### config.mk
export PLATFORM = sky130hd
export DESIGN_NAME = cdb_result_queue
export DESIGN_NICKNAME = d
export VERILOG_FILES = /design/src/rtl/cdb_result_queue_pkg.sv /design/src/rtl/cdb_result_queue.sv
export SDC_FILE = /design/constraint.sdc
export NUM_CORES = 1
export LEC_CHECK = 0
export CAP_MARGIN = 20
export CORE_MARGIN = 1
export CORE_UTILIZATION = 45
export DETAILED_ROUTE_END_ITERATION = 12
export PLACE_DENSITY = 0.79
export SYNTH_ARGS = -nofsm -noshare
export SYNTH_HDL_FRONTEND = slang
export SYNTH_SLANG_ARGS = --single-unit
### constraint.sdc
create_clock -name clock_i -period 1.83 [get_ports clock_i]
set_input_delay 0.366 -clock clock_i [delete_from_list [all_inputs] [get_ports clock_i]]
set_output_delay 0.366 -clock clock_i [all_outputs]
set_load 0.01 [all_outputs]
### src/rtl/cdb_result_queue_pkg.sv
// Shared CDB definitions: result width, tag width, default queue depth and the
// broadcast entry type carried from a functional unit to the CDB arbiter.
package cdb_result_queue_pkg;

    localparam int unsigned XLEN         = 32;
    localparam int unsigned CDB_TAG_W    = 3;
    localparam int unsigned CDB_RQ_DEPTH = 4;

    typedef struct packed {
        logic [CDB_TAG_W-1:0] tag;
        logic [XLEN-1:0]      value;
    } CDB_ENTRY;

endpackage

### src/rtl/cdb_result_queue.sv
// Per-FU show-ahead completion FIFO between a functional unit and the CDB
// arbiter; back-pressures the FU so a lost arbitration never drops a result.
module cdb_result_queue
    import cdb_result_queue_pkg::*;
#(
    parameter  int unsigned DEPTH = CDB_RQ_DEPTH,
    parameter  int unsigned TAG_W = CDB_TAG_W,
    localparam int unsigned CNT_W = $clog2(DEPTH + 1)
) (
    input  logic             clock_i,
    input  logic             reset_i,
    input  logic             squash_i,
    input  logic             fu_valid_i,
    input  logic [TAG_W-1:0] fu_tag_i,
    input  logic [XLEN-1:0]  fu_value_i,
    output logic             fu_ready_o,
    input  logic             cdb_clear_i,
    output logic             done_o,
    output logic [TAG_W-1:0] head_tag_o,
    output logic [XLEN-1:0]  head_value_o,
    output logic [CNT_W-1:0] count_o
);

    localparam int unsigned PTR_W = $clog2(DEPTH);

    typedef struct packed {
        logic [TAG_W-1:0] tag;
        logic [XLEN-1:0]  value;
    } entry_t;

    entry_t           mem_q [DEPTH];
    logic [PTR_W-1:0] rd_ptr_q, rd_ptr_d;
    logic [PTR_W-1:0] wr_ptr_q, wr_ptr_d;
    logic [CNT_W-1:0] count_q,  count_d;
    logic             push, pop;

    // fu_ready looks only at cdb_clear and state, never at fu_valid, so no loop.
    assign fu_ready_o = ~squash_i & ((count_q < CNT_W'(DEPTH)) | cdb_clear_i);
    assign done_o     = (count_q != '0);
    assign push       = fu_valid_i & fu_ready_o;
    assign pop        = cdb_clear_i & done_o;
    assign count_o    = count_q;

    always_comb begin
        head_tag_o   = '0;
        head_value_o = '0;
        if (done_o) begin
            head_tag_o   = mem_q[rd_ptr_q].tag;
            head_value_o = mem_q[rd_ptr_q].value;
        end
    end

    always_comb begin
        rd_ptr_d = rd_ptr_q;
        wr_ptr_d = wr_ptr_q;
        count_d  = count_q;
        if (squash_i) begin
            rd_ptr_d = '0;
            wr_ptr_d = '0;
            count_d  = '0;
        end else begin
            if (push) wr_ptr_d = wr_ptr_q + PTR_W'(1);
            if (pop)  rd_ptr_d = rd_ptr_q + PTR_W'(1);
            if (push && !pop)      count_d = count_q + CNT_W'(1);
            else if (pop && !push) count_d = count_q - CNT_W'(1);
        end
    end

    always_ff @(posedge clock_i or negedge reset_i) begin
        if (!reset_i) begin
            rd_ptr_q <= '0;
            wr_ptr_q <= '0;
            count_q  <= '0;
        end else begin
            rd_ptr_q <= rd_ptr_d;
            wr_ptr_q <= wr_ptr_d;
            count_q  <= count_d;
        end
    end

    // Storage carries no reset; count alone decides which slots are live.
    always_ff @(posedge clock_i) begin
        if (push) mem_q[wr_ptr_q] <= '{tag: fu_tag_i, value: fu_value_i};
    end

    a_full_push_needs_pop: assert property (@(posedge clock_i) disable iff (!reset_i)
        (push && count_q == CNT_W'(DEPTH)) |-> pop);
    a_count_bound: assert property (@(posedge clock_i) disable iff (!reset_i)
        count_q <= CNT_W'(DEPTH));
    a_done_known: assert property (@(posedge clock_i) disable iff (!reset_i)
        !$isunknown(done_o));

endmodule

==> impl_results.md, run 1 <==
* CP required at 1460 ps
* CTS tree: yes
* Leak pwr at 2.813 nW
* CP Class: reg -> out
* H-tree depth at 4
* CTS Buf Count at 17
* Syn avg cell area at 20.87 um2
* Peak supply drop at 668.7 uV
* Initial core utilization at 46.31%
* Most frequent cells in the layout: 140 x edfxtp_1, 43 x buf_6, 39 x clkdlybuf4s50_1
* Pre-Repair DR Iteration Count at 4
* Max frequency at 0.4334 GHz
* Post-Route Skew at 8.563 ps
* Clock Path Buffers at 2
* Sink Count at 147
* GPL Wtd Cong at 0.7747
* Setup crit end kind: primary output
* Ys Warns at 0
* Vias per Instance at 5.184
* DRT iter0 DRCs at 225
* Max-slew violation count at 0
* Post-layout util at 63.55%
* Register area share after synthesis at 74.93%
* IO Port Bufs at 79
* Core area at 12620 um2
* CP Max Fanout at 7
* # hold bufs at CTS at 0
* DP Area at 7187 um2
* Power Density at 1427 nW/um2
* RSZ-0062 raised after global routing: true
* #FFs+latches synth at 147
* Status: finished with violations
* ANT nets after route at 0
* Post-DP HPWL at 7.024 mm
* Die ar. at 13450 um2
* Syn nets at 325
* Worst slew pin tran at 487.4 ps
* Share of cells above drive strength 1 at 44.63%
* GRT Residual Overflow at 0
* Min-Delay Path Class: in -> async
* Vias post-DR at 3069
* Commonest non-fill, non-tap cell in the layout: edfxtp_1
* Netlist Area Pre-Place at 5844 um2
* Worst slack, placed at -361.3 ps
* Residual DRC count at 0
* Row Count at 41
* IO Pins at 80
* Critical Path AT at 1940 ps
* Number of global-route vias before repair at 3253
* Post-route cell area at 8020 um2
* Nets at 452
* CTS clk-pin slew, worst paths at 60 ps
* Synth-to-Final Area Change at 37.23%
* Hold Fails Final Rpt at 0
* First-pass GRT wire length at 17.54 mm
* Netlist cell types at 31
* Failing checks: negative setup slack
* Worst slew margin at 67.09%
* Clk Tree Root Cell: clkbuf_16
* Setup violators final at 37
* Largest net degree at the start of global routing at 22
* DIE WIDTH at 116.0 um
* Max-Cap Viols at 0
* Post-Syn Instances at 280
* FF/Latch Area at 4382 um2
* Initial antenna violation count at 1
* Startpoint Class: flop
* Min setup slack post-route at -477.4 ps
* Chip height at 116.0 um
* All-layer global routing usage at 18.61%
* Final min period at 2307 ps
* Clk Latency, worst-skew pair at 420 ps
* Multi-input logic area at 1458 um2
* Fin crit share at 126.1%
* Final WL at 11.12 mm
* Fill count at 900
* Wire per inst at 18.78 um
[metal layers]
layer | vias to the layer above | global-route usage, % | part of all wire [%]
met5 | - | 0 | 0
met4 | 0 | 8.718 | 1.7
met3 | 15 | 5.230 | 4.7
met2 | 76 | 30.75 | 51
met1 | 1590 | 22.77 | 42
li1 | 1388 | - | -
[state kept, by name, indices dropped and copies added (netlist names)]
| register | cells |
|---|---|
| mem_q | 140 |
| count_o | 3 |
| rd_ptr_q | 2 |
| wr_ptr_q | 2 |
[cells in the mapped netlist (all sizes together)]
cell type	instances	share of area [%]
o21bai	1	0.13
a21o	1	0.13
and3	5	0.54
a211oi	1	0.13
nand3	2	0.17
mux4	35	13
nor2b	3	0.32
edfxtp	140	72
buf	12	1.7
or3	2	0.30
o31ai	2	0.26
nor4b	1	0.15
ha	4	0.86
nand4	2	0.21
a21oi	1	0.15
and2	35	3.7
xor2	3	0.45
nand2b	4	0.43
nor2	5	0.32
inv	4	0.26
a2111o	1	0.19
a41oi	1	0.15
o211ai	1	0.13
clkbuf	3	0.19
dfrtp	7	3.0
nand2	1	0.064
a211o	1	0.15
fa	1	0.34
o311ai	1	0.15
[through the flow]
step                      setup TNS [ps]  std cells  hold slack (ps)  total power, mW
after global routing              -16930        591            219.3            11.96
after detailed placement          -28230        547            649.8            7.506
after CTS                         -16310        592            223.0            11.37
final                             -14530        592            224.0            11.44
after global placement            -28170        547            601.3            7.438
after floorplan                        0        280            70.41            5.767
[power by group]
group	switching, mW	internal [mW]	leakage, nW
Combinational	1.64	2.55	1.18
Sequential	0.0878	3.89	1.36
Clock	1.29	1.99	0.271
Total	3.02	8.42	2.81
[cells by family (layout without fill, tap and decap cells)]
group                    Yosys count  in the layout  share of synthesized area, %
other                              0              1                             0
AND/OR/NAND/NOR                   60             60                         6.251
AO/OA/AOI/OAI                     11             11                         1.563
XOR/XNOR                           3              3                        0.4497
buffers and inverters             19            158                         2.119
flip-flops                       147            147                         74.93
adder cells (fa/ha/maj)            5              5                         1.199
multiplexers                      35             35                         13.49
[layout make-up]
cell class / instances / area share [%]
flip-flops and latches: 147 / 54.63
clock inverters: 13 / 1.700
well taps: 172 / 2.683
diodes: 1 / 0.03120
inverters: 4 / 0.1872
clock buffers: 18 / 5.351
multi-input cells: 114 / 18.17
repair buffers: 123 / 17.24
[critical path, stage by stage (launching register included)]
cell and delay [ps]:
dfrtp_2 480, buf_6 150, buf_12 130, mux4_2 500, and2_4 150, buf_6 110
[what timing repair did]
action                     CTS  global route
cloned                       3             0
setup buffers               12             3
resized for setup          202            30
pin swaps                   37             5
setup endpoints to repair   40            40
[final timing paths]
kind / cells after the start / end / from / slack (ps)
worst max-delay path: 5 / head_value_o[20] / rd_ptr_q[0] / -480
worst min-delay path: 1 / count_o[2] / reset_i / 220
worst max register to register: 7 / count_o[2] / count_o[0] / -30
worst min register to register: 2 / wr_ptr_q[1] / wr_ptr_q[1] / 660
max in group asynchronous: 1 / rd_ptr_q[0] / reset_i / 1310
min in group clock_i: 1 / mem_q[1][27] / fu_value_i[27] / 580
No activity file was read; power rests on OpenSTA's default activity.
==> run 2, diff against run 1 <==
--- a/config.mk
+++ b/config.mk
@@ -10,6 +10,7 @@
 export CORE_UTILIZATION = 45
 export DETAILED_ROUTE_END_ITERATION = 12
 export PLACE_DENSITY = 0.79
+export RECOVER_POWER = 25
 export SYNTH_ARGS = -nofsm -noshare
 export SYNTH_HDL_FRONTEND = slang
 export SYNTH_SLANG_ARGS = --single-unit
==> impl_results.md, run 2 (same netlist as run 1, synthesis figures left out) <==
* CTS clk-pin slew, worst paths at 60 ps
* CTS Buf Count at 17
* Startpoint Class: flop
* Post-DP HPWL at 7.024 mm
* Pre-Repair DR Iteration Count at 4
* Die ar. at 13450 um2
* Nets at 452
* Power Density at 1426 nW/um2
* Reg-to-reg setup timing slack at -30 ps
* Post-Route Skew at 8.156 ps
* Core area at 12620 um2
* CP Max Fanout at 7
* Worst slack, placed at -361.3 ps
* Min setup slack post-route at -476.7 ps
* GPL Wtd Cong at 0.7747
* Setup violators final at 37
* Setup crit end kind: primary output
* R2R Path End: count_o[2]
* Max frequency at 0.4335 GHz
* H-tree depth at 4
* Flip-flop count of the largest register after layout at 140
* Clk Latency, worst-skew pair at 420 ps
* Slowest-stage cell, CP: mux4_2
* Fin crit share at 126.0%
* Number of global-route vias before repair at 3253
* All-layer global routing usage at 18.61%
* FF/Latch Area at 4382 um2
* Multi-input logic area at 1458 um2
* Fin Setup TNS at -14500 ps
* CP Class: reg -> out
* Critical Path AT at 1940 ps
* Largest net degree at the start of global routing at 22
* Max-Cap Viols at 0
* GRT Residual Overflow at 0
* DIE WIDTH at 116.0 um
* Most frequent cells in the layout: 140 x edfxtp_1, 43 x buf_6, 35 x mux4_2
* Status: finished with violations
* Fill count at 900
* Wire per inst at 18.76 um
* Max stage delay on crit path at 500 ps
* CP required at 1460 ps
* Vias per Instance at 5.201
* Clock Path Buffers at 2
* Reg2reg path depth at 7
* Commonest non-fill, non-tap cell in the layout: edfxtp_1
* # hold bufs at CTS at 0
* Sink Count at 147
* Min-Delay Path Class: in -> async
* Worst slew margin at 66.84%
* Peak supply drop at 668.7 uV
* Worst slew pin tran at 491.2 ps
* Final min period at 2307 ps
* Top reg by flops: mem_q
* DRT iter0 DRCs at 225
* Leak pwr at 2.818 nW
* Initial core utilization at 46.31%
* IO Port Bufs at 79
* Clk Tree Root Cell: clkbuf_16
* Max-slew violation count at 0
* Hold Fails Final Rpt at 0
* Initial antenna violation count at 1
* Synth-to-Final Area Change at 37.23%
* Share of cells above drive strength 1 at 44.63%
* RSZ-0062 raised after global routing: true
* IO Pins at 80
* Residual DRC count at 0
* Row Count at 41
* CTS tree: yes
* Most frequent cell on the critical path: buf_6
* ANT nets after route at 0
* Final WL at 11.11 mm
* First-pass GRT wire length at 17.54 mm
* FF-to-FF Start: count_o[0]
* Vias post-DR at 3079
* Failing checks: negative setup slack
* Chip height at 116.0 um
* Cell Chain, Critical Path: buf_6, buf_12, mux4_2, and2_4, buf_6
run 2: cell count changes in the layout (fill, tap and decap cells not counted):
| cell | change |
|---|---|
| dlygate4sd3_1 | +18 |
| clkdlybuf4s50_1 | -18 |
run 2: cell type report:
type	count	share of cell area [%]
Sequential cell	147	54.63
Multi-Input combinational cell	114	18.17
Antenna cell	1	0.03120
Tap cell	172	2.683
Inverter	4	0.1872
Clock buffer	18	5.351
Timing Repair Buffer	123	17.24
Clock inverter	13	1.700
run 2: routing by layer:
| layer | wire length, um | GRT usage (%) | up-vias |
|---|---|---|---|
| met2 | 5730 | 30.75 | 79 |
| met5 | 0 | 0 | - |
| met4 | 186 | 8.718 | 0 |
| met1 | 4676 | 22.77 | 1596 |
| met3 | 512 | 5.230 | 15 |
| li1 | - | - | 1389 |
run 2: where the power goes:
group          total (mW)  internal, mW  switching (mW)
sequential           3.97          3.89          0.0878
combinational        4.18          2.54            1.64
clock                3.28          1.99            1.29
run 2: how the worst max path moves through the flow:
| stage | start | endpoint | slack [ps] | depth (start not counted) |
|---|---|---|---|---|
| after floorplan | count_o[2] | count_o[2] | 9 | 7 |
| final | rd_ptr_q[0] | head_value_o[20] | -480 | 5 |
| after detailed placement | rd_ptr_q[0] | head_value_o[20] | -360 | 4 |
| after global placement | rd_ptr_q[0] | head_value_o[4] | -340 | 4 |
| after CTS | rd_ptr_q[0] | head_value_o[7] | -540 | 6 |
| after global routing | rd_ptr_q[0] | head_value_o[20] | -540 | 5 |
run 2: what timing repair did:
action	in CTS	in global routing
endpoints found under the setup margin	40	40
gates resized for setup	202	30
cloned	3	0
pin swaps	37	5
setup buffers	12	3
run 2: per-stage QoR:
step	area (um2)	power [mW]	util [%]	std cells	hold slack, ps
after detailed placement	7187	7.506	56.95	547	649.8
after floorplan	5854	5.767	-	280	70.41
after CTS	7966	11.37	63.13	592	223.0
after global routing	8018	11.95	63.53	591	289.7
after global placement	7187	7.438	56.95	547	601.3
final	8020	11.44	63.55	592	297.6
run 2: worst max-delay path, delay by kind of cell (launching register included):
kind / cells / cell delay [ps]
AND/OR/NAND/NOR: 1 / 150
multiplexers: 1 / 500
buffers and inverters: 3 / 390
flip-flops: 1 / 480
